### src/rtl/background_fetch_sequencer.sv
// Background tile fetch sequencer: issues the four VRAM reads of each
// 8-dot tile slot, latches the returned bytes, and drives the pixel
// generator load/shift controls plus the loopy-v scroll update pulses.
module background_fetch_sequencer #(
  parameter int PRERENDER_LINE    = 261,
  parameter int LAST_VISIBLE_LINE = 239
) (
  input  logic        clock,
  input  logic        reset_n,
  input  logic        clock_EN,
  input  logic        rendering_EN,
  input  logic [8:0]  dot,
  input  logic [8:0]  scanline,
  input  logic [14:0] vAddr,
  input  logic        bgTableSel,
  input  logic [7:0]  vramData,
  output logic [13:0] vramAddr,
  output logic        vramRead,
  output logic        shiftEnable,
  output logic        loadIn,
  output logic [1:0]  tileAttr,
  output logic [7:0]  tileHighByte,
  output logic [7:0]  tileLowByte,
  output logic        incHoriz,
  output logic        incVert,
  output logic        copyHoriz,
  output logic        copyVert
);

  localparam logic [8:0] PRE_L  = 9'(PRERENDER_LINE);
  localparam logic [8:0] LAST_L = 9'(LAST_VISIBLE_LINE);

  // internal latches
  logic [7:0]  nt_byte_q, nt_byte_d;
  logic [7:0]  at_byte_q, at_byte_d;
  logic [1:0]  attr_sh_q, attr_sh_d;   // {v[6], v[1]} captured with the AT byte
  logic [7:0]  lo_latch_q, lo_latch_d;

  // registered outputs
  logic [13:0] vram_addr_q, vram_addr_d;
  logic        vram_read_q, vram_read_d;
  logic        shift_en_q, shift_en_d;
  logic        load_q, load_d;
  logic [1:0]  tile_attr_q, tile_attr_d;
  logic [7:0]  tile_hi_q, tile_hi_d;
  logic [7:0]  tile_lo_q, tile_lo_d;
  logic        inc_horiz_q, inc_horiz_d;
  logic        inc_vert_q, inc_vert_d;
  logic        copy_horiz_q, copy_horiz_d;
  logic        copy_vert_q, copy_vert_d;

  logic        active;
  logic        fetch_win;
  logic [2:0]  phase;
  logic [13:0] nt_addr, at_addr, pt_lo_addr, pt_hi_addr;
  logic [7:0]  attr_shifted;

  // Dot decode and fetch address formation
  always_comb begin
    active     = rendering_EN && ((scanline <= LAST_L) || (scanline == PRE_L));
    fetch_win  = ((dot >= 9'd1) && (dot <= 9'd256)) || ((dot >= 9'd321) && (dot <= 9'd336));
    phase      = dot[2:0] - 3'd1;
    nt_addr    = {2'b10, vAddr[11:0]};
    at_addr    = {2'b10, vAddr[11:10], 4'b1111, vAddr[9:7], vAddr[4:2]};
    // pattern fetch address; high plane sits 8 bytes above the low plane
    pt_lo_addr = {1'b0, bgTableSel, nt_byte_q, 1'b0, vAddr[14:12]};
    pt_hi_addr = {1'b0, bgTableSel, nt_byte_q, 1'b1, vAddr[14:12]};
    attr_shifted = at_byte_q >> {attr_sh_q, 1'b0};
  end

  // Per-dot next-state: pulses default low, latches default hold
  always_comb begin
    nt_byte_d    = nt_byte_q;
    at_byte_d    = at_byte_q;
    attr_sh_d    = attr_sh_q;
    lo_latch_d   = lo_latch_q;
    vram_addr_d  = vram_addr_q;
    vram_read_d  = 1'b0;
    shift_en_d   = 1'b0;
    load_d       = 1'b0;
    tile_hi_d    = tile_hi_q;
    tile_lo_d    = tile_lo_q;
    inc_horiz_d  = 1'b0;
    inc_vert_d   = 1'b0;
    copy_horiz_d = 1'b0;
    copy_vert_d  = 1'b0;
    // attribute follows the tile load by one enabled cycle to line up
    // with the pixel generator's delayed load
    tile_attr_d  = load_q ? attr_shifted[1:0] : tile_attr_q;

    if (active) begin
      shift_en_d   = ((dot >= 9'd2) && (dot <= 9'd257)) || ((dot >= 9'd322) && (dot <= 9'd337));
      inc_vert_d   = (dot == 9'd256);
      copy_horiz_d = (dot == 9'd257);
      copy_vert_d  = (scanline == PRE_L) && (dot >= 9'd280) && (dot <= 9'd304);
      if (fetch_win) begin
        case (phase)
          3'd0: begin vram_addr_d = nt_addr;    vram_read_d = 1'b1; end
          3'd1: nt_byte_d = vramData;
          3'd2: begin vram_addr_d = at_addr;    vram_read_d = 1'b1; end
          3'd3: begin at_byte_d = vramData; attr_sh_d = {vAddr[6], vAddr[1]}; end
          3'd4: begin vram_addr_d = pt_lo_addr; vram_read_d = 1'b1; end
          3'd5: lo_latch_d = vramData;
          3'd6: begin vram_addr_d = pt_hi_addr; vram_read_d = 1'b1; end
          default: begin
            tile_lo_d   = lo_latch_q;
            tile_hi_d   = vramData;
            load_d      = 1'b1;
            inc_horiz_d = 1'b1;
          end
        endcase
      end else if ((dot == 9'd337) || (dot == 9'd339)) begin
        // dummy nametable reads; the data is never used
        vram_addr_d = nt_addr;
        vram_read_d = 1'b1;
      end
    end
  end

  // State register: sync reset, otherwise advance only on dot enable
  always_ff @(posedge clock) begin
    if (!reset_n) begin
      nt_byte_q    <= '0;
      at_byte_q    <= '0;
      attr_sh_q    <= '0;
      lo_latch_q   <= '0;
      vram_addr_q  <= '0;
      vram_read_q  <= 1'b0;
      shift_en_q   <= 1'b0;
      load_q       <= 1'b0;
      tile_attr_q  <= '0;
      tile_hi_q    <= '0;
      tile_lo_q    <= '0;
      inc_horiz_q  <= 1'b0;
      inc_vert_q   <= 1'b0;
      copy_horiz_q <= 1'b0;
      copy_vert_q  <= 1'b0;
    end else if (clock_EN) begin
      nt_byte_q    <= nt_byte_d;
      at_byte_q    <= at_byte_d;
      attr_sh_q    <= attr_sh_d;
      lo_latch_q   <= lo_latch_d;
      vram_addr_q  <= vram_addr_d;
      vram_read_q  <= vram_read_d;
      shift_en_q   <= shift_en_d;
      load_q       <= load_d;
      tile_attr_q  <= tile_attr_d;
      tile_hi_q    <= tile_hi_d;
      tile_lo_q    <= tile_lo_d;
      inc_horiz_q  <= inc_horiz_d;
      inc_vert_q   <= inc_vert_d;
      copy_horiz_q <= copy_horiz_d;
      copy_vert_q  <= copy_vert_d;
    end
  end

  assign vramAddr     = vram_addr_q;
  assign vramRead     = vram_read_q;
  assign shiftEnable  = shift_en_q;
  assign loadIn       = load_q;
  assign tileAttr     = tile_attr_q;
  assign tileHighByte = tile_hi_q;
  assign tileLowByte  = tile_lo_q;
  assign incHoriz     = inc_horiz_q;
  assign incVert      = inc_vert_q;
  assign copyHoriz    = copy_horiz_q;
  assign copyVert     = copy_vert_q;

endmodule

### config.mk
export PLATFORM = sky130hd
export DESIGN_NAME = background_fetch_sequencer
export DESIGN_NICKNAME = d
export VERILOG_FILES = /design/src/rtl/background_fetch_sequencer.sv
export SDC_FILE = /design/constraint.sdc
export NUM_CORES = 1
export LEC_CHECK = 0
export ABC_AREA = 1
export BUFFER_PORTS_ARGS = -buffer_cell sky130_fd_sc_hd__buf_2
export CAP_MARGIN = 40
export CORE_UTILIZATION = 57
export CTS_CLUSTER_SIZE = 25
export DETAILED_ROUTE_END_ITERATION = 12
export HOLD_SLACK_MARGIN = 0.05
export PLACE_DENSITY = 0.93
export SYNTH_ARGS = -nofsm -noshare
export SYNTH_HDL_FRONTEND = slang
export SYNTH_SLANG_ARGS = --single-unit
export TNS_END_PERCENT = 5
### constraint.sdc
create_clock -name clock -period 2.52 [get_ports clock]
set_clock_uncertainty 0.2 [all_clocks]
set_input_delay 0.252 -clock clock [delete_from_list [all_inputs] [get_ports clock]]
set_output_delay 0.252 -clock clock [all_outputs]
set_load 0.03 [all_outputs]
### Word level (Yosys, flattened, before mapping)

Cells that the tools add are included.

| cells by class | value |
|---|---|
| reduce and logical (&&, ||, !) cells | 21 |
| equality and inequality tests | 12 |
| shift-type cells | 1 |
| bitwise gates (word level) | 1 |
| magnitude comparators | 11 |
| $add $sub $neg | 1 |
| multipliers | 0 |
| div/mod/pow operators | 0 |
| muxes and demuxes | 14 |

Operators by type and width:

| cell | count |
|---|---|
| 14-bit one-hot mux with 4 select lines | 1 |
| 9-bit == test, second input constant | 5 |
| 9-bit less-or-equal comparator, second input constant | 5 |
| 14-bit two-way mux | 2 |
| 9-bit >= comparator, second input constant | 3 |
| 4-bit AND reduction | 5 |
| 1-bit two-way mux | 11 |
| 3-bit == test, second input constant | 3 |
| 9-bit by 1-bit >= comparator with 1-bit output, second input constant | 1 |
| 9-bit by 2-bit >= comparator with 1-bit output, second input constant | 1 |
| 9-bit by 8-bit less-or-equal comparator with 1-bit output, second input constant | 1 |
| 8-bit by 3-bit right shift with 2-bit output | 1 |
| 1-bit logical AND | 7 |
| 7-bit OR reduction | 1 |
| 3-bit by 2-bit == test with 1-bit output, second input constant | 2 |
| 5-bit by 1-bit inequality test with 1-bit output, second input constant | 1 |
| 1-bit logical OR | 4 |
| 4-bit OR reduction | 1 |
| 3-bit by 1-bit == test with 1-bit output, second input constant | 1 |
| 3-bit zero test | 1 |
| 3-bit by 1-bit subtractor with 3-bit output, second input constant | 1 |
| 2-bit AND reduction | 1 |
| 2-bit nonzero test | 1 |
| 1-bit NOT | 1 |

| storage, ports and cells | value |
|---|---|
| output and inout bits | 39 |
| bits in writable memories | 0 |
| memory bits (read-only) | 0 |
| bits of input ports | 46 |
| logic and storage cells | 75 |
| bits in latches | 0 |
| flip-flop bits (word level) | 64 |
| memories kept | 0 |

### Depth between registers and ports, before layout

Gate-level depths: netlist of run 1.

| depth | value |
|---|---|
| word-level depth | 6 |
| mapped depth | 14 |
| mapped depth without buffers | 13 |

### Worst setup path before layout of run 1

OpenSTA, ideal clock, no wires.

| path | value |
|---|---|
| path type | in2reg |
| start point | in dot[0] |
| end point | reg nt_byte_q[0] |
| setup time | 116 ps |
| data required time | 2204 ps |
| path slack | 733 ps |
| arrival time | 1471 ps |
| buffers on the path | 2 |
| stages on the path | 12 |
| path through | buf_4 inv_2 nand2_2 nor2_1 nand2_1 nand2_1 nand2_2 nand2_4 nand3_2 buf_2 o21ai_0 nor2_1 |

| on the way | value |
|---|---|
| longest elaborated chain between the ends | 4 |
| elaborated cells on any way between the ends | 10 |
| those cells by class | add/sub (1); order compare (4); eq/ne (1); reduce/logical (4) |

Ends and longest elaborated chain:

| item | line | RTL |
|---|---|---|
| start: declaration | 12 | `input logic [8:0] dot,` |
| 9-bit by 1-bit >= comparator with 1-bit output (tied with other cells) | 61 | `fetch_win = ((dot >= 9'd1) && (dot <= 9'd256)) \|\| ((dot >= 9'd321) && (dot <= 9'd336));` |
| 1-bit logical AND | 61 |  |
| 1-bit logical OR | 61 |  |
| 4-bit AND reduction (no source line) (*) | n/a |  |
| end signal: assignment | 139 | `nt_byte_q <= nt_byte_d;` |
| end: declaration | 34 | `logic [7:0] nt_byte_q, nt_byte_d;` |

Every way passes the cells marked *; elsewhere a longest branch is shown, timed or not.
A chain may end at the register's enable or synchronous reset.

### Final worst setup path of run 1

| path | value |
|---|---|
| start point | in dot[2] |
| end point | reg vram_addr_q[0] (netlist: vramAddr[0]) |

| on the way | value |
|---|---|
| longest elaborated chain between the ends | 5 |
| elaborated cells on any way between the ends | 20 |
| those cells by class | add/sub (1); order compare (4); eq/ne (6); mux (2); reduce/logical (7) |

Ends and longest elaborated chain:

| item | line | RTL |
|---|---|---|
| 9-bit by 1-bit >= comparator with 1-bit output (tied with other cells) | 61 |  |
| 1-bit logical AND | 61 |  |
| 1-bit logical OR | 61 |  |
| 5-bit by 1-bit inequality test with 1-bit output (no source line) / 2-bit nonzero test (equally long branches) | n/a |  |
| 4-bit AND reduction (no source line) | n/a |  |
| end signal: assignment | 143 | `vram_addr_q <= vram_addr_d;` |
| end: declaration | 40 | `logic [13:0] vram_addr_q, vram_addr_d;` |

Parallel ways exist; a longest one is shown, timed or not.

==> results summary, run 1 <==
The run finished with clean final reports. The number of nets produced by synthesis came out at 591. Clock tree synthesis inserted a total of 9 buffers. A synthesized cell averages 6.24 sq um.

The max-capacitance violation count came out at 0. The number of global-route vias before repair is 3329. The detailed-route vias per instance is 5.07. The final worst slack came out at 0.731 ns. The total overflow left after global routing is 0. The slew at the pin closest to its max-slew limit is 0.560 ns. In the synthesized netlist the dominant register cell turns out to be dfxtp_1. The post-route cell area is 4130 sq um.

The share of synthesized registers carrying an async set or reset is 0%. The worst hold path belongs to the class input pin to register. The post-route DRC violation count came out at 0. Across the whole layout, storage elements account for 1280 sq um.

Input and output buffers added on the ports amount to 84. The count of filler cells inserted in the layout came out at 439. Of the available clock period, the critical path in the final layout requires 71.0%. Synthesis inferred 64 register bits.

Entering global routing, the biggest net connects 34 pins. Following the worst setup path forward leads to its endpoint at vramAddr[0]$_SDFFE_PN0P_. The number of routed nets with antenna violations came out at 0. The global router's overall resource usage came out at 29.0%. The post-detailed-placement cell area came out at 3830 sq um. The critical path is of the input pin to register type. In the final layout, the share of cells above drive strength 1 is 19.2%.

STA classifies the critical path startpoint as an input pin. Counting every instance in the synthesized netlist gives 545. The count of flip-flops with a built-in enable after synthesis is 0. Traced cell by cell, the critical path runs through buf_2, inv_1, nand2_1, nor2_2, nand2_1, nand2_1, o21ai_4, nand2_4, buf_4, nand2_1, nand2_1, nand2_1, nor2_1, nor2_1. The largest single stage delay on the critical path is 0.26 ns. The layer flagged by global routing as most heavily used is met2. The final hold violation count came out at 0. Hold is met by 0.0578 ns. The largest total area in the synthesized netlist belongs to dfxtp_1.

The most used standard cell by instance count after synthesis is nand2_1. The die covers 6280 sq um. The worst flop-to-flop path endpoint is tileAttr[1]$_SDFFE_PN0P_. The global-route wire length before repair came out at 14.0 mm. The area of the multi-input gates is 1570 sq um. The largest vdd supply drop is 0.000456 V.

The tree is rooted in a clkbuf_8. By count the netlist is led by 130 x nand2_1, 108 x inv_1, 78 x nor2_1. Setup repair after global routing left no endpoint under its margin. For this run, the register share of the synthesized area comes to 37.7%. The setup violation total in the final timing report came out at 0. The worst register-to-register path begins at attr_sh_q[0]$_SDFFE_PN0P_. The latest clock arrival within the worst-skew pair came out at 0.34 ns. The worst setup slack after placement came out at 0.420 ns. The final sum of negative setup slack is 0 ns. The final wirelength is 8.64 mm. The largest individual stage delay along the critical path comes from the cell buf_4.

The die width came out at 79.2 um. The time the final worst path needs with I/O delays and setup is 1.79 ns. STA classifies the critical path endpoint as a register. The number of rows created at floorplan is 27. The global-route track usage on met2 is 50.8%. In this run the power density over the cells is 537 nW/um^2. The count of cells along the worst hold path came out at 3. The number of buffers on the longest clock path came out at 2. The final-report max-slew violation count came out at 0. The biggest fanout along the worst timing path came out at 23. The first routing iteration left 268 violations.

TritonCTS built the clock tree. The count of TritonRoute iterations in the first routing pass is 5. The number of nets at the end of the flow came out at 681. The data arrival time of the worst path is 1.83 ns. Relative to the synthesized area, the layout overhead comes to 21.6%. The number of H-tree levels is 3.

Counting distinct cell types in the post-synthesis netlist gives 31. Clock-pin slew was measured on the worst setup and hold paths at 0.07 ns. The final design utilization came out at 73.3%. After synthesis, the cell types taking the most area are dfxtp_1 38%, nand2_1 14%, inv_1 12%. After detailed routing, the average wire length per cell comes to 12.1 um. 0 antenna diodes ended up in the layout. The total chip power came out at 2.22 mW. The most critical setup path has its startpoint at dot[2].

The share of the synthesized area in the top cell type came out at 37.7%. During synthesis, Yosys emitted a total of 0 warnings. The clock sink count came out at 64. The cell type with the highest occurrence count on the critical path is nand2_1. The initial antenna violation count came out at 0.

The maximum clock rate is 0.559 GHz. The count of non-filler cells in the finished layout is 712. Global routing used 6.90% of the available met3 tracks. The register-to-register path setup slack came out at 0.97 ns.

The path depth of the worst reg2reg path is 7. The I/O pin count is 85. The count of cells resized by post-cts repair came out at 0.

The mapped netlist covers 3400 sq um. The worst pin sits at a relative slew slack of 62.6%. The area of the placeable core is 5640 sq um. The congestion estimate from routability-driven global placement came to 0.922.

The total number of vias is 3611. The wire-length estimate of the detail-placed layout is 6.14 mm. The met1 usage in global routing is 31.6%. The critical path data required time came out at 2.56 ns. The initial utilization of the core area, before any placement, comes to 60.2%.

The die is 79.2 um tall. The analysis attributes to cell leakage a power of 2.12 nW. The placed instance count is 686.
## metal layers
metal	up-vias	wire length, um
li1	1835	-
met1	1585	3580
met2	158	4230
met3	33	529
met4	0	301
met5	-	0
## worst max-delay path, delay by kind of cell
kind	cells	cell delay, ns
compound gates	1	0.09
simple gates	10	0.96
buf+inv	3	0.52
## repair_timing
item                                   CTS  global route
endpoints found under the hold margin   20             0
hold buffers                            10             0
setup buffers                            0             0
## worst min path at each step
| stage | slack (ns) | start | endpoint |
|---|---|---|---|
| after floorplan | 0.20 | vramData[7] | nt_byte_q[7]$_SDFFE_PN0P_ |
| after global placement | 0.25 | lo_latch_q[3]$_SDFFE_PN0P_ | lo_latch_q[3]$_SDFFE_PN0P_ |
| after detailed placement | 0.25 | lo_latch_q[6]$_SDFFE_PN0P_ | lo_latch_q[6]$_SDFFE_PN0P_ |
| after CTS | 0.05 | vramData[1] | at_byte_q[1]$_SDFFE_PN0P_ |
| after global routing | 0.06 | vramData[1] | lo_latch_q[1]$_SDFFE_PN0P_ |
| final | 0.06 | vramData[1] | lo_latch_q[1]$_SDFFE_PN0P_ |
## cell type report
cell class	instances	area share, %
inverter	115	10.4
clock buffer	13	3.84
tap	72	2.18
sequential	64	31.0
clock inverter	3	0.969
timing repair buffer	100	13.7
multi-input combinational	345	37.9
## placed cells by master (no fill, tap or decap), drive strengths merged, types with 10 or more instances in the layout
cell	count
a21oi	27
buf	90
clkbuf	13
dfxtp	64
dlygate4sd3	10
inv	112
nand2	135
nand3	24
nor2	81
o21ai	58
## power breakdown
group          internal [mW]  switching [mW]
clock network          0.508           0.382
registers               1.03         0.00779
logic                  0.103           0.194
total                   1.64           0.583
## state kept, by name, summed over array words and instances (netlist names), 2 cells and up
register	count
tileHighByte	8
lo_latch_q	8
attr_sh_q	2
tileLowByte	8
tileAttr	2
nt_byte_q	8
at_byte_q	8
vramAddr	14
## cell families (layout without fill, tap and decap cells)
group	count (synthesis)	count (layout)	share of synthesized area, %
buffers and inverters	136	231	16.2
and+or+nand+nor	252	252	31.3
DFF	64	64	37.7
AOI/OAI and AO/OA	93	93	14.8
(Power assumes the default switching activity.)
==> inputs of run 2 (changes only) <==
--- a/config.mk
+++ b/config.mk
@@ -5,14 +5,14 @@
 export SDC_FILE = /design/constraint.sdc
 export NUM_CORES = 1
 export LEC_CHECK = 0
-export ABC_AREA = 1
+export ABC_AREA = 0
 export BUFFER_PORTS_ARGS = -buffer_cell sky130_fd_sc_hd__buf_2
 export CAP_MARGIN = 40
-export CORE_UTILIZATION = 57
+export CORE_UTILIZATION = 47
 export CTS_CLUSTER_SIZE = 25
 export DETAILED_ROUTE_END_ITERATION = 12
 export HOLD_SLACK_MARGIN = 0.05
-export PLACE_DENSITY = 0.93
+export PLACE_DENSITY = 0.84
 export SYNTH_ARGS = -nofsm -noshare
 export SYNTH_HDL_FRONTEND = slang
 export SYNTH_SLANG_ARGS = --single-unit
==> constraint.sdc (replaced) <==
create_clock -name clock -period 1.6 [get_ports clock]
set_clock_uncertainty 0.2 [all_clocks]
set_input_delay 0.16 -clock clock [delete_from_list [all_inputs] [get_ports clock]]
set_output_delay 0.16 -clock clock [all_outputs]
set_load 0.03 [all_outputs]
==> results summary, run 2 <==
Run status: finished with violations (was finished, final reports clean). The checks that failed: setup timing. The final worst slack came out at -0.276 ns (was 0.731 ns). The final routed wire length divided by cell count came out at 17.5 um (was 12.1 um). The flip-flop count of the largest register, all copies and words added is 14 (unchanged). The DRC violation total after the first TritonRoute iteration came out at 413 (was 268). The CTS tree is built (unchanged). The total number of vias came out at 3498 (was 3611).

The fraction of final layout cells with drive strength greater than 1 is 39.6% (was 19.2%). The sequential power share came to 44.0% (was 46.6%). The die outline area is 6950 sq um (was 6280 sq um). The number of rows created at floorplan was 29 (was 27). RSZ-0062 raised after global routing: yes (was no). The initial cell density of the core is 48.7% (was 60.2%). The net switching power of the design is 0.958 mW (was 0.583 mW). The initial antenna violation count is 0 (unchanged). The number of nets produced by synthesis is 407 (was 591). The category of the critical setup timing path was input pin to register (unchanged). The static leakage is 1.72 nW (was 2.12 nW).

The max-capacitance violation count came out at 0 (unchanged). The worst setup slack after placement is -0.655 ns (was 0.420 ns). The worst hold slack is 0.101 ns (was 0.0578 ns). The number of nets at the end of the flow came out at 531 (was 681).

The sequential-to-total area share from yosys stat came out at 41.2% (was 37.7%). The count of TritonRoute iterations in the first routing pass is 5 (unchanged). The power density relative to cell area came out at 828 nW/um^2 (was 537 nW/um^2). The latest clock arrival within the worst-skew pair is 0.35 ns (was 0.34 ns). The category of the worst setup path launch point is an input pin (unchanged). The max-slew headroom at the worst pin is 59.9% (was 62.6%). The synthesized area divided by synthesized cell count came out at 8.62 sq um (was 6.24 sq um). The global-route wire length before repair was 15.6 mm (was 14.0 mm).

The number of buffers on the longest clock path came out at 2 (unchanged). The yosys synthesis warning count is 0 (unchanged). The number of buffers inserted during clock tree synthesis is 9 (unchanged). The root cell of the clock tree is clkbuf_8 (unchanged). The antenna diode instance count is 0 (unchanged). The setup violation total in the final timing report came out at 58 (was 0). The count of filler cells inserted in the layout came to 467 (was 439). The maximum clock rate is 0.533 GHz. The post-synthesis sequential element count is 64 (unchanged). The clock network fraction of design power is 42.2% (was 40.1%).

The detailed-route vias per instance is 6.17 (was 5.07). The commonest non-fill, non-tap cell in the layout was buf_2 (was nand2_1). The post-route clock period utilization is 117%.

The primary flip-flop cell chosen by synthesis mapping is dfxtp_1 (unchanged). The I/O pin count is 85 (unchanged). The final wirelength was 9.92 mm (was 8.64 mm).

The slew at the pin closest to its max-slew limit is 0.595 ns (was 0.560 ns). The number of routed nets with antenna violations is 0 (unchanged). The clock sink count came out at 64 (unchanged).

The global router's overall resource usage came to 28.4% (was 29.0%). The number of distinct library cell variants in the gate-level netlist after synthesis was 54 (was 31). The data arrival time of the worst path was 1.94 ns (was 1.83 ns).

The share of the synthesized area in the top cell type was 41.2% (was 37.7%). The kind of capture point of the worst setup path is a register (unchanged). The final hold violation count came to 0 (unchanged). The critical path data required time came out at 1.66 ns (was 2.56 ns). The count of port buffers added during placement is 84 (unchanged). The biggest fanout along the worst timing path is 8 (was 23). The library cell occupying the most area in the post-synthesis netlist is dfxtp_1 (unchanged). The combinational share of power came out at 13.8% (was 13.4%). The final-report max-slew violation count was 0 (unchanged). The type of the most critical hold path is input pin to register (unchanged). The total chip power came out at 3.66 mW (was 2.22 mW). The area growth from synthesis to layout came to 42.2% (was 21.6%). The clock edge transition at the registers on the reported setup and hold paths is 0.07 ns (about the same). The time the final worst path needs with I/O delays and setup is 1.88 ns. The final weighted congestion in routability-driven placement came out at 0.910 (was 0.922). Most frequent cells in the layout: 83 x buf_2, 64 x dfxtp_1, 41 x a21oi_1, 36 x nand3_1, 36 x o21ai_1 (was 130 x nand2_1, 108 x inv_1, 84 x buf_2, 78 x nor2_1, 64 x dfxtp_1). Top cells by area in the synthesized netlist: dfxtp_1 41%, a21oi_1 8.5%, nand3_1 7.7% (was dfxtp_1 38%, nand2_1 14%, inv_1 12%). The count of flip-flops with a built-in enable after synthesis is 0 (unchanged).

The number of H-tree levels is 3 (unchanged). The leftover overflow at the end of global routing came out at 0 (unchanged). The most used standard cell by instance count after synthesis is dfxtp_1 (was nand2_1).

The share of synthesized registers carrying an async set or reset is 0% (unchanged). The area of the mapped netlist is 3110 sq um (was 3400 sq um). The switching part of the total came out at 26.2% (was 26.3%). Commonest cells in the synthesized netlist: 64 x dfxtp_1, 53 x a21oi_1, 48 x nand3_1 (was 130 x nand2_1, 108 x inv_1, 78 x nor2_1). The area of the placeable core is 6390 sq um (was 5640 sq um). The die width was 83.4 um (was 79.2 um). The height of the chip is 83.4 um (was 79.2 um). The internal power came out at 2.70 mW (was 1.64 mW).

The number of instances in the synthesized netlist was 361 (was 545). The largest net degree at the start of global routing is 47 (was 34). The largest vdd supply drop came out at 0.000556 V (was 0.000456 V). The placed wire-length estimate after detailed placement is 6.15 mm (was 6.14 mm). The number of global-route vias before repair is 3290 (was 3329).

The post-route DRC violation count is 0 (unchanged).
## run 2: final timing paths
kind | startpoint | end | slack [ns] | cells past startpoint
worst max-delay path | dot[5] | lo_latch_q[0]$_SDFFE_PN0P_ | -0.28 | 6
worst min-delay path | dot[7] | incVert$_SDFFE_PN0P_ | 0.10 | 4
worst max register to register | attr_sh_q[0]$_SDFFE_PN0P_ | tileAttr[0]$_SDFFE_PN0P_ | 0.16 | 3
worst min register to register | vramAddr[9]$_SDFFE_PN0P_ | vramAddr[9]$_SDFFE_PN0P_ | 0.27 | 2
## run 2: final cells by class
type                            count  area, sq um  share of cell area, %
Clock inverter                      7         95.1                   2.15
Timing Repair Buffer              145         1020                   23.2
Multi-Input combinational cell    261         1790                   40.4
Sequential cell                    64         1280                   29.0
Clock buffer                        9          124                   2.80
Inverter                            4         15.0                  0.340
Tap cell                           77         96.3                   2.18
## run 2: per-layer routing
metal | vias up | wire length (um) | GRT usage, %
li1 | 1608 | - | -
met1 | 1654 | 3920 | 33.7
met2 | 187 | 4910 | 47.8
met3 | 49 | 693 | 4.97
met4 | 0 | 399 | 16.8
met5 | - | 0 | 0
## run 2: per-stage QoR
step | util [%] | std cells | setup TNS, ns | cell area [sq um]
global placement | 60.1 | 525 | -31.14 | 3840
CTS | 68.2 | 565 | -8.33 | 4360
detailed placement | 60.1 | 525 | -33.81 | 3840
global route | 69.2 | 567 | -13.16 | 4420
floorplan | - | 361 | -27.48 | 3190
finish | 69.2 | 567 | -10.64 | 4420
## run 2: worst max-delay path: stages
cell and delay (ns):
buf_2 0.11, or4_4 0.57, or3_4 0.44, nand4_1 0.28
o21ai_1 0.14, a21oi_1 0.22
## run 2: kinds of logic (layout without fill, tap and decap cells)
kind of cell | count (synthesis) | after routing | synth area share [%]
DFF | 64 | 64 | 41.2
and+or+nand+nor | 108 | 108 | 19.1
AOI/OAI and AO/OA | 145 | 146 | 29.3
muxes | 7 | 7 | 3.50
buffers and inverters | 37 | 165 | 6.84
## run 2: power by group through the flow
stage / clock, mW / sequential (mW) / combinational (mW)
floorplan: 0 / 1.66 / 0.215
global placement: 0 / 1.65 / 0.414
detailed placement: 0 / 1.65 / 0.421
CTS: 1.55 / 1.61 / 0.480
global route: 1.63 / 1.61 / 0.537
finish: 1.54 / 1.61 / 0.507
## run 2: repair_timing
item / in CTS / in global routing
hold endpoints to repair: 51 / 0
gates resized for setup: 21 / 39
pin swaps: 20 / 3
hold buffers: 23 / 0
endpoints found under the setup margin: 57 / 59
buffers inserted: 0 / 2
cloned: 1 / 0
